===== config.mk =====
export PLATFORM = sky130hd
export DESIGN_NAME = impact_sram_bank_ctrl
export DESIGN_NICKNAME = d
export VERILOG_FILES = /design/src/rtl/impact_sram_pkg.sv /design/src/rtl/impact_phase_timer.sv /design/src/rtl/impact_sram_bank_ctrl.sv
export SDC_FILE = /design/constraint.sdc
export NUM_CORES = 1
export LEC_CHECK = 0
export CAP_MARGIN = 30
export CORE_MARGIN = 1
export CORE_UTILIZATION = 45
export CTS_CLUSTER_DIAMETER = 120
export DETAILED_ROUTE_END_ITERATION = 6
export GPL_TIMING_DRIVEN = 0
export PLACE_DENSITY = 0.91
export SLEW_MARGIN = 10
export SYNTH_ARGS = -nofsm -noshare
export SYNTH_HDL_FRONTEND = slang
export SYNTH_SLANG_ARGS = --single-unit
export TNS_END_PERCENT = 100

===== constraint.sdc =====
create_clock -name wb_clk_i -period 2.2 [get_ports wb_clk_i]
set_input_delay 0.22 -clock wb_clk_i [delete_from_list [all_inputs] [get_ports wb_clk_i]]
set_output_delay 0.22 -clock wb_clk_i [all_outputs]
set_load 0.03 [all_outputs]

===== src/rtl/impact_sram_pkg.sv =====
// ============================================================================
// impact_sram_pkg : shared state encoding, default phase timings and helpers
//                   for the IMPACT SRAM bank sequencer.
// Revision        : 1.0
// ============================================================================
`default_nettype none

package impact_sram_pkg;

    typedef enum logic [2:0] {
        ST_IDLE  = 3'd0,
        ST_PRE   = 3'd1,
        ST_GUARD = 3'd2,
        ST_WL    = 3'd3,
        ST_SENSE = 3'd4,
        ST_DONE  = 3'd5
    } state_e;

    localparam int unsigned DEF_PRE_CYC   = 2;
    localparam int unsigned DEF_WL_CYC    = 3;
    localparam int unsigned DEF_SENSE_CYC = 1;
    localparam int unsigned CFG_W         = 8;

    function automatic int unsigned max3(input int unsigned a,
                                         input int unsigned b,
                                         input int unsigned c);
        int unsigned m;
        m = (a > b) ? a : b;
        return (m > c) ? m : c;
    endfunction

    // Counter holds (length - 1), so it needs clog2(max length) bits, minimum 1.
    function automatic int unsigned cnt_width(input int unsigned max_len);
        return (max_len > 1) ? $clog2(max_len) : 1;
    endfunction

endpackage

`default_nettype wire


===== src/rtl/impact_phase_timer.sv =====
// ============================================================================
// impact_phase_timer : loadable down-counter with a done flag, reused by every
//                      timed phase of the bank sequencer.
// Revision           : 1.0
// ============================================================================
`default_nettype none

module impact_phase_timer #(
    parameter int unsigned WIDTH = 8
) (
    input  logic             clk,
    input  logic             rst_n,
    input  logic             i_load,
    input  logic [WIDTH-1:0] i_load_val,
    output logic             o_done
);

    logic [WIDTH-1:0] cnt_q;
    logic [WIDTH-1:0] cnt_d;

    always_comb begin
        cnt_d = cnt_q;
        if (i_load) begin
            cnt_d = i_load_val;
        end else if (cnt_q != '0) begin
            cnt_d = cnt_q - 1'b1;
        end
    end

    always_ff @(posedge clk or negedge rst_n) begin
        if (!rst_n) begin
            cnt_q <= '0;
        end else begin
            cnt_q <= cnt_d;
        end
    end

    assign o_done = (cnt_q == '0);

endmodule

`default_nettype wire


===== src/rtl/impact_sram_bank_ctrl.sv =====
// ============================================================================
// impact_sram_bank_ctrl : ROWS x COLS IMPACT SRAM bank sequencer
//                         (precharge / guard / wordline / sense / done).
// Optional macro        : IMPACT_BANK_MARGIN_EN adds per-request phase lengths.
// Revision              : 1.0
// ============================================================================
`default_nettype none

module impact_sram_bank_ctrl
    import impact_sram_pkg::*;
#(
    parameter int unsigned ROWS      = 32,
    parameter int unsigned COLS      = 32,
    parameter int unsigned ADDR_W    = (ROWS > 1) ? $clog2(ROWS) : 1,
    parameter int unsigned PRE_CYC   = DEF_PRE_CYC,
    parameter int unsigned WL_CYC    = DEF_WL_CYC,
    parameter int unsigned SENSE_CYC = DEF_SENSE_CYC
) (
    input  logic              wb_clk_i,
    input  logic              wb_rst_ni,
    input  logic              req_valid_i,
    output logic              req_ready_o,
    input  logic              req_we_i,
    input  logic [ADDR_W-1:0] req_addr_i,
    input  logic [COLS-1:0]   req_wdata_i,
`ifdef IMPACT_BANK_MARGIN_EN
    input  logic [CFG_W-1:0]  cfg_pre_i,
    input  logic [CFG_W-1:0]  cfg_wl_i,
    input  logic [CFG_W-1:0]  cfg_sense_i,
`endif
    output logic              rsp_valid_o,
    output logic [COLS-1:0]   rsp_rdata_o,
    output logic              rsp_err_o,
    output logic [ROWS-1:0]   wl_o,
    output logic              pre_n_o,
    output logic              bl_oe_o,
    output logic [COLS-1:0]   bl_o,
    output logic [COLS-1:0]   blb_o,
    output logic              sae_o,
    input  logic [COLS-1:0]   bl_i,
    input  logic [COLS-1:0]   blb_i
);

`ifdef IMPACT_BANK_MARGIN_EN
    localparam int unsigned MAX_LEN = max3(max3(PRE_CYC, WL_CYC, SENSE_CYC), 255, 1);
`else
    localparam int unsigned MAX_LEN = max3(PRE_CYC, WL_CYC, SENSE_CYC);
`endif
    localparam int unsigned CNT_W = cnt_width(MAX_LEN);

    state_e            state_q, state_d;
    logic [ADDR_W-1:0] addr_q, addr_d;
    logic              we_q, we_d;
    logic [COLS-1:0]   wdata_q, wdata_d;
    logic [COLS-1:0]   rdata_q, rdata_d;
    logic              rsp_err_q, rsp_err_d;
    logic              rsp_valid_q, rsp_valid_d;
    logic              req_ready_q, req_ready_d;
    logic [ROWS-1:0]   wl_q, wl_d;
    logic              pre_n_q, pre_n_d;
    logic              bl_oe_q, bl_oe_d;
    logic [COLS-1:0]   bl_q, bl_d;
    logic [COLS-1:0]   blb_q, blb_d;
    logic              sae_q, sae_d;

    logic              accept;
    logic              in_range;
    logic              sense_bad;
    logic              tmr_load;
    logic [CNT_W-1:0]  tmr_val;
    logic              tmr_done;
    logic [CNT_W-1:0]  pre_ld;
    logic [CNT_W-1:0]  wl_ld;
    logic [CNT_W-1:0]  sense_ld;

`ifdef IMPACT_BANK_MARGIN_EN
    logic [CNT_W-1:0]  wl_ld_q, wl_ld_d;
    logic [CNT_W-1:0]  sense_ld_q, sense_ld_d;

    // A zero configuration value falls back to the parameter default.
    function automatic logic [CNT_W-1:0] eff_ld(input logic [CFG_W-1:0] cfg,
                                                input int unsigned    def);
        int unsigned len;
        len = (cfg == '0) ? def : 32'(cfg);
        return CNT_W'(len - 1);
    endfunction

    assign pre_ld   = eff_ld(cfg_pre_i, PRE_CYC);
    assign wl_ld    = wl_ld_q;
    assign sense_ld = sense_ld_q;
`else
    assign pre_ld   = CNT_W'(PRE_CYC - 1);
    assign wl_ld    = CNT_W'(WL_CYC - 1);
    assign sense_ld = CNT_W'(SENSE_CYC - 1);
`endif

    assign accept    = (state_q == ST_IDLE) && req_ready_q && req_valid_i;
    assign in_range  = (32'(req_addr_i) < ROWS);
    // A bit pair that reads equal means the sense amp did not resolve.
    assign sense_bad = |(~(bl_i ^ blb_i));

    impact_phase_timer #(
        .WIDTH (CNT_W)
    ) u_timer (
        .clk        (wb_clk_i),
        .rst_n      (wb_rst_ni),
        .i_load     (tmr_load),
        .i_load_val (tmr_val),
        .o_done     (tmr_done)
    );

    always_comb begin
        state_d   = state_q;
        addr_d    = addr_q;
        we_d      = we_q;
        wdata_d   = wdata_q;
        rdata_d   = rdata_q;
        rsp_err_d = 1'b0;
        tmr_load  = 1'b0;
        tmr_val   = '0;
`ifdef IMPACT_BANK_MARGIN_EN
        wl_ld_d    = wl_ld_q;
        sense_ld_d = sense_ld_q;
`endif
        case (state_q)
            ST_IDLE: begin
                if (accept) begin
                    addr_d  = req_addr_i;
                    we_d    = req_we_i;
                    wdata_d = req_wdata_i;
`ifdef IMPACT_BANK_MARGIN_EN
                    wl_ld_d    = eff_ld(cfg_wl_i, WL_CYC);
                    sense_ld_d = eff_ld(cfg_sense_i, SENSE_CYC);
`endif
                    if (in_range) begin
                        state_d  = ST_PRE;
                        tmr_load = 1'b1;
                        tmr_val  = pre_ld;
                    end else begin
                        state_d   = ST_DONE;
                        rsp_err_d = 1'b1;
                    end
                end
            end
            ST_PRE: begin
                if (tmr_done) begin
                    state_d = ST_GUARD;
                end
            end
            ST_GUARD: begin
                state_d  = ST_WL;
                tmr_load = 1'b1;
                tmr_val  = wl_ld;
            end
            ST_WL: begin
                if (tmr_done) begin
                    if (we_q) begin
                        state_d = ST_DONE;
                    end else begin
                        state_d  = ST_SENSE;
                        tmr_load = 1'b1;
                        tmr_val  = sense_ld;
                    end
                end
            end
            ST_SENSE: begin
                if (tmr_done) begin
                    state_d   = ST_DONE;
                    rdata_d   = bl_i;
                    rsp_err_d = sense_bad;
                end
            end
            ST_DONE: begin
                state_d = ST_IDLE;
            end
            default: begin
                state_d = ST_IDLE;
            end
        endcase

        // Pin drives are decoded from the next state so they register in step with it.
        wl_d = '0;
        if ((state_d == ST_WL) || (state_d == ST_SENSE)) begin
            for (int r = 0; r < ROWS; r++) begin
                wl_d[r] = (addr_q == ADDR_W'(r));
            end
        end
        pre_n_d     = (state_d != ST_PRE);
        bl_oe_d     = (state_d == ST_WL) && we_q;
        bl_d        = bl_oe_d ? wdata_q : '0;
        blb_d       = bl_oe_d ? ~wdata_q : '0;
        sae_d       = (state_d == ST_SENSE);
        rsp_valid_d = (state_d == ST_DONE);
        req_ready_d = (state_d == ST_IDLE);
    end

    always_ff @(posedge wb_clk_i or negedge wb_rst_ni) begin
        if (!wb_rst_ni) begin
            state_q     <= ST_IDLE;
            addr_q      <= '0;
            we_q        <= 1'b0;
            wdata_q     <= '0;
            rdata_q     <= '0;
            rsp_err_q   <= 1'b0;
            rsp_valid_q <= 1'b0;
            req_ready_q <= 1'b0;
            wl_q        <= '0;
            pre_n_q     <= 1'b1;
            bl_oe_q     <= 1'b0;
            bl_q        <= '0;
            blb_q       <= '0;
            sae_q       <= 1'b0;
`ifdef IMPACT_BANK_MARGIN_EN
            wl_ld_q     <= '0;
            sense_ld_q  <= '0;
`endif
        end else begin
            state_q     <= state_d;
            addr_q      <= addr_d;
            we_q        <= we_d;
            wdata_q     <= wdata_d;
            rdata_q     <= rdata_d;
            rsp_err_q   <= rsp_err_d;
            rsp_valid_q <= rsp_valid_d;
            req_ready_q <= req_ready_d;
            wl_q        <= wl_d;
            pre_n_q     <= pre_n_d;
            bl_oe_q     <= bl_oe_d;
            bl_q        <= bl_d;
            blb_q       <= blb_d;
            sae_q       <= sae_d;
`ifdef IMPACT_BANK_MARGIN_EN
            wl_ld_q     <= wl_ld_d;
            sense_ld_q  <= sense_ld_d;
`endif
        end
    end

    assign req_ready_o = req_ready_q;
    assign rsp_valid_o = rsp_valid_q;
    assign rsp_rdata_o = rdata_q;
    assign rsp_err_o   = rsp_err_q;
    assign wl_o        = wl_q;
    assign pre_n_o     = pre_n_q;
    assign bl_oe_o     = bl_oe_q;
    assign bl_o        = bl_q;
    assign blb_o       = blb_q;
    assign sae_o       = sae_q;

endmodule

`default_nettype wire


* Word level (Yosys, flattened, before mapping)
Cells that the tools add are included. Widths: inputs -> output; s select.
Storage, ports and cells: register bits after elaboration 177, bits of input ports 105, output and inout bits 134, logic and storage cells 90
Operators by class: add/subtract/negate cells 1, equality and inequality tests 39, mux-type cells 19, bitwise logic cells 3, reductions and logical operators 13
Operator list (count):
- $mux 32 | 3
- $eq 5x5->1 const B | 16
- $not 32->32 | 2
- $eq 5x4->1 const B | 8
- $reduce_or 32->1 | 1
- $xor 32x32->32 | 1
- $eq 5x3->1 const B | 4
- $pmux 3 s5 | 1
- $mux 3 | 4
- $eq 5x2->1 const B | 2
- $eq 3x2->1 const B | 3
- $eq 3x3->1 const B | 3
- $mux 1 | 7
- $logic_not 3->1 | 2
- $eq 5x1->1 const B | 1
- $logic_not 5->1 | 1
- $mux 2 | 2
- $pmux 2 s2 | 1
- $reduce_and 2->1 | 2
- $reduce_bool 2->1 | 2
- $eq 3x1->1 const B | 1
- $logic_and 1x1->1 | 3
- $ne 3x1->1 const B | 1
- $pmux 1 s3 | 1
- 3 further kinds | 3

* Longest topological paths before layout
depth after elaboration 8, gate-level depth with buffers 9, depth with buffers taken out 6

* Modules after synthesis
Synthesis repeated with hierarchy kept, for this count alone.
Unflattened totals: cell total of the unflattened synthesis 463, area, all modules 6740.2 um^2
Modules (own cells, without submodules):
- impact_sram_bank_ctrl | times used 1, cells an instance 451, area an instance 6626.4 um^2
- impact_phase_timer | times used 1, cells an instance 12, area an instance 113.9 um^2

* Worst setup path after synthesis
No wires, ideal clock.
kind register to register, start point register u_timer.cnt_q[0], end point register bl_q[10] (netlist: bl_o[10]), arrival 1671 ps, required time 2080 ps, setup slack 409 ps, cell stages (with the launch flop) 9, buffers on the path 3, path through dfrtp_1 -> inv_1 -> ha_1 -> buf_6 -> and4bb_1 -> buf_6 -> a311o_4 -> buf_6 -> and3_1
Between the ends: word-level cells in the longest chain between the ends 6
RTL lines:
- start: declaration | RTL line impact_phase_timer.sv:18 | logic [WIDTH-1:0] cnt_q;
- start signal: assignment | RTL line impact_phase_timer.sv:34 | cnt_q <= cnt_d;
- $logic_not 2->1 (*) | RTL line impact_phase_timer.sv:38 | assign o_done = (cnt_q == '0);
- $mux 3, on equally long branches | RTL line impact_sram_bank_ctrl.sv:167, impact_sram_bank_ctrl.sv:146, impact_sram_bank_ctrl.sv:156
- $pmux 3 s5 (*) | RTL line impact_sram_bank_ctrl.sv:125 | case (state_q)
- $eq 3x2->1 (*) | RTL line impact_sram_bank_ctrl.sv:189 | bl_oe_d = (state_d == ST_WL) && we_q;
- $logic_and 1x1->1 (*) | RTL line impact_sram_bank_ctrl.sv:189
- $mux 32 (*) | RTL line impact_sram_bank_ctrl.sv:190 | bl_d = bl_oe_d ? wdata_q : '0;
- named net bl_d[10] | RTL line impact_sram_bank_ctrl.sv:62 | logic [COLS-1:0] bl_q, bl_d;
- end signal: assignment | RTL line impact_sram_bank_ctrl.sv:229 | bl_q <= bl_d;
- end: declaration | RTL line impact_sram_bank_ctrl.sv:62
Mark *: on every way through the listed nets, which the timed path passes. The rest lies on a longest branch. A chain may end at the register's enable or synchronous reset.

* Final worst setup path
start point register u_timer.cnt_q[0], end point register bl_q[17] (netlist: bl_o[17])
Same word-level chain as after synthesis.

==> flow_summary.yaml <==
run_status:
  status: "finished clean"
floorplanning:
  dieHeight_um: 124
  pin_count: 239
  die_area_um2: 15400
  start_util: 0.461
  die_w_um: 124
  row_count: 44
  core-area_um2: 14500
timing:
  setup_ws_ps: 108
  hold_violations: 0
  fin_crit_ps: 2090
  final.period_utilization: 0.951
  max_freq_ghz: 0.478
  finalSetupViolations: 0
  fin_skew_ps: 12.2
  rsz0062_at_grt: "false"
  holdWs_ps: 363
  max_slew.worst_pin.slew_ps: 650
  slew-limit-headroom: 0.567
  drv_slew: 0
synth:
  synth_area_per_cell_um2: 14.1
  synthCells: 474
  yosys_warnings: 0
  netlist_area_um2: 6700
  syn-num-nets: 581
  synth_seq_area_share: 0.661
  synth_top_flop_cell: "dfrtp_1"
  synth-seq-cells: 177
  synth_edf_count: 0
  ys_types: 47
  async_flop_share: 1.00
critical_path:
  worstSetupEndpointType: "register"
  path_buf_inv: 3
  critical-path-max-stage-delay_ps: 410
  crit_fanout: 10
  r2r_slack_ps: 110
  cp_cell_sequence: "inv_1, ha_1, buf_6, a21bo_2, a211oi_4, clkbuf_1, and3_1"
  critPathSlowestCell: "a211oi_4"
  path_class: "register to register"
  cp-start-kind: "register"
  r2r_cells: 7
  critPathTopFamily: "compound AO/OA/AOI/OAI gates"
  r2r_start: "u_timer.cnt_q[0]"
  cp_data_required_time_ps: 2560
  crit_arrival_ps: 2450
  r2r-end: "bl_o[17]"
pwr:
  p_sw_mw: 4.97
  pwr-share-comb: 0.422
  p_leak_nw: 4.58
  p_per_area_nw_per_um2: 1330
  p_int_mw: 8.17
  vdd_ir_drop_max_mv: 0.726
  share_seq_of_total_power: 0.366
  switching_share: 0.378
  fin_total_pwr_mw: 13.1
  power.share.clock: 0.212
placed_design:
  post-place-ws_ps: 131
  dp_hpwl_um: 12000
  gp_congestion: 0.838
  portBuffers: 238
clocking:
  clk_root_buffer_cell: "clkbuf_16"
  cts_tree: "done"
  clk_latency_ps: 420
  clockBufferDepth: 2
  cts_max_level: 4
  cts_setup_buffers: 0
  cts_sinks: 177
  numCtsBuffers: 17
  clk_pin_slew_ps: 70
routing:
  via_per_inst: 5.08
  drtIter0Drc: 252
  vias: 4727
  detail_route.wl_per_cell_um: 17.2
  remaining_drc_errors: 0
  dr.pass1.iters: 4
  drt-total-wl_um: 16000
  ant_nets: 0
final_layout:
  finish.net_count: 840
  drive_gt1_frac: 0.182
  area_growth_pct: 47.8
  diodes: 0
job:
  cap_violations: 0
global_routing:
  antenna_found_initial: 0
  grt_usage: 0.215
  grt_pass1_wl_um: 24500
  grt.overflow.total: 0
  grt_max_degree: 91
  first_global_vias: 4861
worst_hold_path:
  hp-class: "primary input to asynchronous set/reset pin"
-- layer usage --
metal | vias up | GRT usage | part of all wire
met3 | 25 | 0.0879 | 0.094
met4 | 0 | 0.0789 | 0.017
met2 | 193 | 0.374 | 0.51
met1 | 2347 | 0.234 | 0.38
li1 | 2162 | - | -
met5 | - | 0 | 0
-- sequential cells by signal, summed over array words and instances (netlist names), 2 cells and up --
signal         flops
u_timer.cnt_q      2
state_q            3
wdata_q           32
rsp_rdata_o       32
wl_o              32
addr_q             5
bl_o              32
blb_o             32
-- cells in the final DEF, fill, tap and decap left out, types with 2 or more instances in the layout --
master           netlist  routed
a21oi_1                3       3
and3_1                30      30
and3_2                 2       2
buf_1                  4       4
buf_2                  9       9
buf_4                  4       4
buf_6                  8       8
clkbuf_1               6       6
clkbuf_16              0      17
clkbuf_8               1       2
clkdlybuf4s50_1        0     237
clkinv_2               0       4
clkinv_4               0       2
dfrtp_1              176     176
ha_1                   2       2
inv_1                  7       7
inv_6                  0       5
mux2_2                68      68
nand2_1                6       6
nand2b_1               5       5
nand3_1                4       4
nand4_1                8       8
nor2_1                36      36
nor3_1                 3       3
nor4_1                26      26
nor4b_1                6       6
o21ai_0                3       3
xor2_1                33      33
-- power groups by stage --
| stage | clock network (mW) | registers, mW | logic [mW] |
|---|---|---|---|
| 2_1_floorplan | 0 | 6.00 | 2.15 |
| 3_3_place_gp | 0 | 4.79 | 5.37 |
| 3_5_place_dp | 0 | 4.87 | 5.55 |
| 4_1_cts | 2.85 | 4.81 | 5.57 |
| 5_1_grt | 2.99 | 4.93 | 5.89 |
| 6_report | 2.79 | 4.81 | 5.55 |
-- through the flow --
| step | util | area [um^2] | cells | TNS [ps] |
|---|---|---|---|---|
| floorplan | - | 6700 | 474 | 0 |
| global placement | 0.641 | 9310 | 896 | -988800 |
| detailed placement | 0.643 | 9340 | 897 | 0 |
| CTS | 0.681 | 9900 | 930 | 0 |
| global route | 0.681 | 9900 | 930 | 0 |
| finish | 0.681 | 9900 | 930 | 0 |
-- cells in the mapped netlist (all sizes together), types with 3 or more instances --
cell type,n,share of area
nand2,7,0.0050
and3,32,0.030
inv,7,0.0039
dfrtp,176,0.66
o21ai,3,0.0022
clkbuf,7,0.0054
nor4,26,0.024
buf,25,0.027
nand3,4,0.0030
nor4b,6,0.0078
nor3,3,0.0022
nand4,8,0.0075
xor2,33,0.043
a21oi,3,0.0022
mux2,68,0.11
nand2b,5,0.0047
nor2,36,0.020
-- final cells by class --
class / instances / area, um^2
well taps: 184 / 230
fillers: 1002 / 4640
inverters: 8 / 30.0
plain buffers: 32 / 218
repair buffers: 240 / 2420
clock inverters: 13 / 100
flip-flops and latches: 177 / 4430
multi-input cells: 257 / 2020
clock buffers: 19 / 443
-- what timing repair did --
item                                    4_1_cts  5_1_grt
resized for setup                             0        2
hold endpoints to repair                     88        0
endpoints found under the setup margin        0        4
hold buffers                                  1        0
-- how the worst max path moves through the flow --
stage,startpoint,to,slack (ps),cells past startpoint
finish,u_timer.cnt_q[0],bl_o[17],110,7
CTS,u_timer.cnt_q[0],bl_o[21],120,7
global route,u_timer.cnt_q[0],bl_o[11],8,7
detailed placement,u_timer.cnt_q[0],bl_o[23],130,7
global placement,wb_rst_ni,wl_o[13],-5610,1
floorplan,u_timer.cnt_q[0],bl_o[10],410,8
-- cell families (layout without fill, tap and decap cells) --
family / Yosys count / in the layout / share of synthesized area
buf+inv: 40 / 312 / 0.0368
simple gates: 136 / 136 / 0.116
mux: 68 / 68 / 0.114
fa+ha+maj: 2 / 2 / 0.00374
flops: 177 / 177 / 0.661
xor+xnor: 34 / 34 / 0.0445
compound gates: 17 / 17 / 0.0228
Power figures use the tool's default switching activity.
